==> config.mk <==
export PLATFORM = sky130hd
export DESIGN_NAME = mem_dump_tx
export DESIGN_NICKNAME = d
export VERILOG_FILES = /design/src/rtl/mem_dump_tx_pkg.sv /design/src/rtl/uart_tx_byte.sv /design/src/rtl/mem_dump_tx.sv
export SDC_FILE = /design/constraint.sdc
export NUM_CORES = 1
export LEC_CHECK = 0
export CELL_PAD_IN_SITES_DETAIL_PLACEMENT = 1
export CELL_PAD_IN_SITES_GLOBAL_PLACEMENT = 1
export CORE_ASPECT_RATIO = 2
export CORE_MARGIN = 10
export CORE_UTILIZATION = 25
export DETAILED_ROUTE_END_ITERATION = 12
export PLACE_DENSITY = 0.59
export SLEW_MARGIN = 20
export SYNTH_ARGS = -nofsm -noshare
export SYNTH_HDL_FRONTEND = slang
export SYNTH_HIERARCHICAL = 1
export SYNTH_SLANG_ARGS = --single-unit
==> constraint.sdc <==
create_clock -name clock -period 3.3 [get_ports clock]
set_input_delay 0.99 -clock clock [delete_from_list [all_inputs] [get_ports clock]]
set_output_delay 0.99 -clock clock [all_outputs]
set_load 0.03 [all_outputs]
==> src/rtl/mem_dump_tx_pkg.sv <==
// rtl/mem_dump_tx_pkg.sv - shared state encodings and UART frame constants for the memory dump transmitter
package mem_dump_tx_pkg;

    typedef enum logic [2:0] {
        ST_IDLE,
        ST_FETCH,
        ST_LOAD,
        ST_SEND,
        ST_FIN
    } dump_state_e;

    typedef enum logic [1:0] {
        BIT_IDLE,
        BIT_START,
        BIT_DATA,
        BIT_STOP
    } bit_state_e;

    localparam logic START_BIT      = 1'b0;
    localparam logic STOP_BIT       = 1'b1;
    localparam int   BITS_PER_BYTE  = 8;
    localparam int   BYTES_PER_WORD = 4;

endpackage

==> src/rtl/uart_tx_byte.sv <==
// rtl/uart_tx_byte.sv - 8N1 byte serializer with START/DATA/STOP bit timing
module uart_tx_byte
    import mem_dump_tx_pkg::*;
#(
    parameter int CLKS_PER_BIT = 16
) (
    input  logic       clock,
    input  logic       reset,
    input  logic       load_i,
    input  logic [7:0] byte_i,
    output logic       tx_o,
    output logic       ready_o
);

    localparam int             TW       = (CLKS_PER_BIT > 2) ? $clog2(CLKS_PER_BIT) : 1;
    localparam logic [TW-1:0]  TMAX     = TW'(CLKS_PER_BIT - 1);
    localparam logic [2:0]     LAST_BIT = 3'(BITS_PER_BYTE - 1);

    bit_state_e     state_q;
    logic [TW-1:0]  timer_q;
    logic [2:0]     bit_q;
    logic [7:0]     shreg_q;
    logic           tx_q;
    logic           timer_done;

    assign timer_done = (timer_q == '0);
    // Ready in the last stop-bit cycle so the next start bit follows with no gap.
    assign ready_o    = (state_q == BIT_IDLE) || ((state_q == BIT_STOP) && timer_done);
    assign tx_o       = tx_q;

    always_ff @(posedge clock or negedge reset) begin
        if (!reset) begin
            state_q <= BIT_IDLE;
            timer_q <= '0;
            bit_q   <= '0;
            shreg_q <= '0;
            tx_q    <= STOP_BIT;
        end else if (load_i && ready_o) begin
            state_q <= BIT_START;
            timer_q <= TMAX;
            bit_q   <= '0;
            shreg_q <= byte_i;
            tx_q    <= START_BIT;
        end else begin
            case (state_q)
                BIT_START: begin
                    if (timer_done) begin
                        state_q <= BIT_DATA;
                        timer_q <= TMAX;
                        tx_q    <= shreg_q[0];
                    end else begin
                        timer_q <= timer_q - 1'b1;
                    end
                end
                BIT_DATA: begin
                    if (timer_done) begin
                        timer_q <= TMAX;
                        if (bit_q == LAST_BIT) begin
                            state_q <= BIT_STOP;
                            tx_q    <= STOP_BIT;
                        end else begin
                            bit_q   <= bit_q + 1'b1;
                            shreg_q <= shreg_q >> 1;
                            tx_q    <= shreg_q[1];
                        end
                    end else begin
                        timer_q <= timer_q - 1'b1;
                    end
                end
                BIT_STOP: begin
                    if (timer_done) begin
                        state_q <= BIT_IDLE;
                    end else begin
                        timer_q <= timer_q - 1'b1;
                    end
                end
                default: begin
                    tx_q <= STOP_BIT;
                end
            endcase
        end
    end

endmodule

==> src/rtl/mem_dump_tx.sv <==
// rtl/mem_dump_tx.sv - reads a word range from memory and sends it as UART 8N1, LSB byte first
module mem_dump_tx
    import mem_dump_tx_pkg::*;
#(
    parameter int CLKS_PER_BIT = 16,
    parameter int CNT_W        = 16
) (
    input  logic             clock,
    input  logic             reset,
    input  logic             start,
    input  logic [31:0]      base_addr,
    input  logic [CNT_W-1:0] word_count,
    output logic [31:0]      mem_Address,
    output logic             mem_CS,
    output logic             mem_OE,
    input  logic [31:0]      mem_DataOut,
    output logic             tx,
    output logic             busy,
    output logic             done
);

    localparam logic [1:0] LAST_BYTE = 2'(BYTES_PER_WORD - 1);

    dump_state_e      state_q;
    logic [CNT_W-1:0] remaining_q;
    logic [31:0]      word_q;
    logic [31:0]      mem_addr_q;
    logic [1:0]       byte_idx_q;
    logic             busy_q;
    logic             done_q;
    logic             mem_oe_q;
    logic             mem_cs_q;
    logic             uart_load;
    logic             uart_ready;
    logic [7:0]       uart_byte;

    assign mem_Address = mem_addr_q;
    assign mem_CS      = mem_cs_q;
    assign mem_OE      = mem_oe_q;
    assign busy        = busy_q;
    assign done        = done_q;

    // Byte 0 goes straight from the memory bus so its start bit begins as LOAD ends.
    always_comb begin
        uart_load = 1'b0;
        uart_byte = word_q[7:0];
        if (state_q == ST_LOAD) begin
            uart_load = 1'b1;
            uart_byte = mem_DataOut[7:0];
        end else if ((state_q == ST_SEND) && uart_ready && (byte_idx_q != LAST_BYTE)) begin
            uart_load = 1'b1;
        end
    end

    always_ff @(posedge clock or negedge reset) begin
        if (!reset) begin
            state_q     <= ST_IDLE;
            remaining_q <= '0;
            word_q      <= '0;
            mem_addr_q  <= '0;
            byte_idx_q  <= '0;
            busy_q      <= 1'b0;
            done_q      <= 1'b0;
            mem_oe_q    <= 1'b0;
            mem_cs_q    <= 1'b1;
        end else begin
            done_q <= 1'b0;
            case (state_q)
                ST_IDLE: begin
                    if (start) begin
                        busy_q      <= 1'b1;
                        remaining_q <= word_count;
                        if (word_count == '0) begin
                            state_q <= ST_FIN;
                        end else begin
                            state_q    <= ST_FETCH;
                            mem_addr_q <= base_addr;
                            mem_oe_q   <= 1'b1;
                            mem_cs_q   <= 1'b0;
                        end
                    end
                end
                ST_FETCH: begin
                    state_q  <= ST_LOAD;
                    mem_oe_q <= 1'b0;
                    mem_cs_q <= 1'b1;
                end
                ST_LOAD: begin
                    state_q    <= ST_SEND;
                    word_q     <= mem_DataOut >> 8;
                    byte_idx_q <= '0;
                end
                ST_SEND: begin
                    if (uart_ready) begin
                        if (byte_idx_q != LAST_BYTE) begin
                            byte_idx_q <= byte_idx_q + 1'b1;
                            word_q     <= word_q >> 8;
                        end else if (remaining_q > CNT_W'(1)) begin
                            state_q     <= ST_FETCH;
                            remaining_q <= remaining_q - 1'b1;
                            mem_addr_q  <= mem_addr_q + 32'd1;
                            mem_oe_q    <= 1'b1;
                            mem_cs_q    <= 1'b0;
                        end else begin
                            state_q <= ST_FIN;
                        end
                    end
                end
                default: begin
                    state_q <= ST_IDLE;
                    done_q  <= 1'b1;
                    busy_q  <= 1'b0;
                end
            endcase
        end
    end

    uart_tx_byte #(
        .CLKS_PER_BIT(CLKS_PER_BIT)
    ) u_uart (
        .clock  (clock),
        .reset  (reset),
        .load_i (uart_load),
        .byte_i (uart_byte),
        .tx_o   (tx),
        .ready_o(uart_ready)
    );

endmodule

==> results.sh <==
export IMPL_cellLeakagePower_nw=3.05
export IMPL_cts_hold_buf=0
export IMPL_post_synth_top_count_cell="dfrtp_1"
export IMPL_wl_um=22100
export IMPL_slowest_stage="clkdlybuf4s50_1"
export IMPL_worstReg2RegStart="u_uart/timer_q[0]"
export IMPL_start_util_pct=25.3
export IMPL_drive_above_1_share_pct=9.45
export IMPL_drt_pass1_iterations=4
export IMPL_cts_tree="done"
export IMPL_power_density_mw_per_mm2=325
export IMPL_startpoint="word_count[3]"
export IMPL_grt_first_pass_wirelength_um=35100
export IMPL_path_buf_inv=3
export IMPL_fin_util_pct=33.2
export IMPL_area_growth_pct=31.2
export IMPL_fin_crit_ns=2.96
export IMPL_netlist_area_leader_share_pct=41.1
export IMPL_crit_path_end="mem_Address[0]"
export IMPL_slowest_delay_ns=0.43
export IMPL_synth_fp_nets=743
export IMPL_ir_drop_mv=0.206
export IMPL_die_h_um=237
export IMPL_synthesis_area_per_instance_um2=9.12
export IMPL_async_flop_share_pct=100
export IMPL_outcome="finished, final reports clean"
export IMPL_core_area_mm2=0.0233
export IMPL_fin_skew_ns=0.0122
export IMPL_synthCells=648
export IMPL_cts_buffers=9
export IMPL_globalplace_congestion=0.841
export IMPL_io_buffers=119
export IMPL_grtUsageTotal_pct=14.5
export IMPL_dr_first_iter_drc_count=298
export IMPL_clock_path_buffers=2
export IMPL_endpoint_kind="flop"
export IMPL_final_nets=852
export IMPL_rows=79
export IMPL_crit_fanout=10
export IMPL_grt_pass1_vias=6233
export IMPL_slew_headroom_pct=38.0
export IMPL_root_buffer="clkbuf_16"
export IMPL_ys_types=66
export IMPL_wl_per_cell_um=21.1
export IMPL_num_io_pins=120
export IMPL_required_ns=3.54
export IMPL_p_sw_share_pct=24.6
export IMPL_worst_pin_slew_ns=0.923
export IMPL_fin_area_mm2=0.00775
export IMPL_clock_sinks=99
export IMPL_synthFlopType="dfrtp_1"
export IMPL_post_cts_resized=0
export IMPL_grt_setup_unrepaired="no"
export IMPL_setup_worst_path_class="in -> reg"
export IMPL_fp_dieArea_mm2=0.0306
export IMPL_fin_crit_sh_pct=89.6
export IMPL_antenna_found_initial=0
export IMPL_path_cells="clkdlybuf4s50_1 -> nor4_1 -> nand4_1 -> o41ai_2 -> buf_4 -> buf_4 -> nor3b_1 -> a211o_1"
export IMPL_drv_slew=0
export IMPL_max_freq_mhz=338
export IMPL_yosysSeqAreaShare_pct=42.0
export IMPL_critPathTopFamily="buffers and inverters"
export IMPL_netlist_top_cells_count="97 x dfrtp_1, 62 x nand2_1, 52 x o21ai_0"
export IMPL_cp_start_kind="primary input"
export IMPL_intPower_mw=1.90
export IMPL_postPlaceCellArea_mm2=0.00747
export IMPL_num_vias=5694
export IMPL_clk_latency_ns=0.35
export IMPL_ys_warn_count=6
export IMPL_p_switching_mw=0.621
export IMPL_tns_ns=0
export IMPL_vias_per_cell=5.45
export IMPL_drv_cap=0
export IMPL_syn_area_mm2=0.00591
export IMPL_clkTransAtPathRegs_ns=0.08
export IMPL_dp_hpwl_um=17200
export IMPL_netlist_top_cells_area="dfrtp_1 41%, mux2i_1 4.6%, o21ai_0 4.4%"
export IMPL_hold_violations=0
export IMPL_drc_errors=0
export IMPL_ant_nets=0
export IMPL_crit_cells=8
export IMPL_cp_arrival_ns=3.20
export IMPL_cpMostUsedCell="buf_4"
export IMPL_synth_edf_count=0
export IMPL_combinationalPowerShare_pct=8.3
export IMPL_grt_max_degree=77
export IMPL_rr_endpoint="mem_Address[4]"
export IMPL_hold_path_class="reg -> reg"
export IMPL_post_cts_buffers=0
export IMPL_diodes=0
export IMPL_r2r_cells=11
export IMPL_clkPwrFrac_pct=41.7
export IMPL_reg2reg_slack_ns=0.57
export IMPL_grt_remaining_overflow=0
export IMPL_htreeDepth=3
export IMPL_synth_area_leader_cell="dfrtp_1"
export IMPL_setup_violations=0
export IMPL_ys_ff_latch=99
export IMPL_p_seq_share_pct=50.1
export IMPL_fp_dieW_um=129
-- through the flow --
| step | hold slack, ns | power [mW] | std cells | setup WS (ns) |
|---|---|---|---|---|
| final | 0.491 | 2.52 | 1045 | 0.344 |
| after CTS | 0.499 | 2.57 | 1045 | 0.368 |
| after detailed placement | 0.480 | 1.50 | 1029 | 0.00371 |
| after global routing | 0.527 | 2.64 | 1045 | 0.200 |
| after floorplan | 0.446 | 1.33 | 648 | 0.650 |
| after global placement | 0.469 | 1.50 | 1029 | 0.0578 |
-- registers in the layout (all words and copies together) (netlist names), 2 cells and up --
register,count
u_uart/timer_q,4
remaining_q,16
u_uart/state_q,2
byte_idx_q,2
u_uart/bit_q,3
u_uart/shreg_q,8
mem_Address,32
state_q,3
word_q,24
-- kinds of logic after synthesis --
kind of cell | Yosys count | synth area share [%]
buffers and inverters | 58 | 4.51
XOR/XNOR | 2 | 0.296
AO/OA/AOI/OAI | 202 | 23.3
multiplexers | 35 | 6.10
adder cells (fa/ha/maj) | 12 | 2.54
AND/OR/NAND/NOR | 240 | 21.3
flip-flops | 99 | 42.0
-- metal layers --
metal / GRT usage [%] / part of all wire [%]
met4: 7.34 / 3.8
met1: 13.9 / 35
met5: 0 / 0
met3: 2.21 / 3.9
met2: 28.5 / 57
-- worst reg2reg max path: cells and delay by family (launching register included) --
family	cells	cell delay [ns]
DFF	1	0.42
AOI/OAI and AO/OA	4	0.75
adders and majority gates	1	0.24
buffers and inverters	3	0.48
and+or+nand+nor	3	0.73
-- power groups by stage --
stage               logic, mW  registers [mW]  clock network (mW)
floorplan              0.0392            1.29                   0
global placement        0.209            1.29                   0
detailed placement      0.213            1.29                   0
CTS                     0.214            1.26                1.09
global route            0.228            1.27                1.15
finish                  0.209            1.26                1.05
-- cells in the final DEF (no fill, tap or decap), types with 4 or more instances in the layout --
master	Yosys	final
nor3b_1	5	5
nand4_1	18	18
a21oi_1	23	23
a211oi_1	7	7
nor2_1	40	40
a22o_1	17	17
nor4_1	14	14
nand2_1	62	62
clkbuf_16	0	9
o22ai_1	9	9
nor4_2	4	4
o21ai_0	52	52
a22oi_1	4	4
mux2_2	8	8
mux2i_1	27	27
o22a_1	12	12
buf_4	2	22
o21ai_1	12	12
and2_1	5	5
ha_1	12	12
nand3_1	23	23
clkdlybuf4s50_1	0	118
and3_1	9	9
inv_1	13	13
nor3_1	34	34
a2bb2oi_1	16	16
o2bb2ai_1	6	6
o31ai_1	9	9
dfrtp_1	97	97
a31oi_1	13	13
-- area by class of cell --
cell class | instances | area, µm²
Tap cell | 283 | 354
Clock buffer | 10 | 239
Clock inverter | 6 | 48.8
Timing Repair Buffer | 143 | 1410
Fill cell | 2743 | 15600
Inverter | 13 | 48.8
Multi-Input combinational cell | 491 | 3180
Sequential cell | 99 | 2480
-- worst min-delay path by stage --
stage	start	end	cells after the start
after floorplan	word_q[0]	word_q[0]	2
after global placement	word_q[5]	word_q[5]	2
after detailed placement	word_q[14]	word_q[14]	2
after CTS	word_q[14]	word_q[14]	2
after global routing	word_q[21]	word_q[21]	1
final	word_q[13]	word_q[13]	2
No activity file was read; power rests on OpenSTA's default activity.
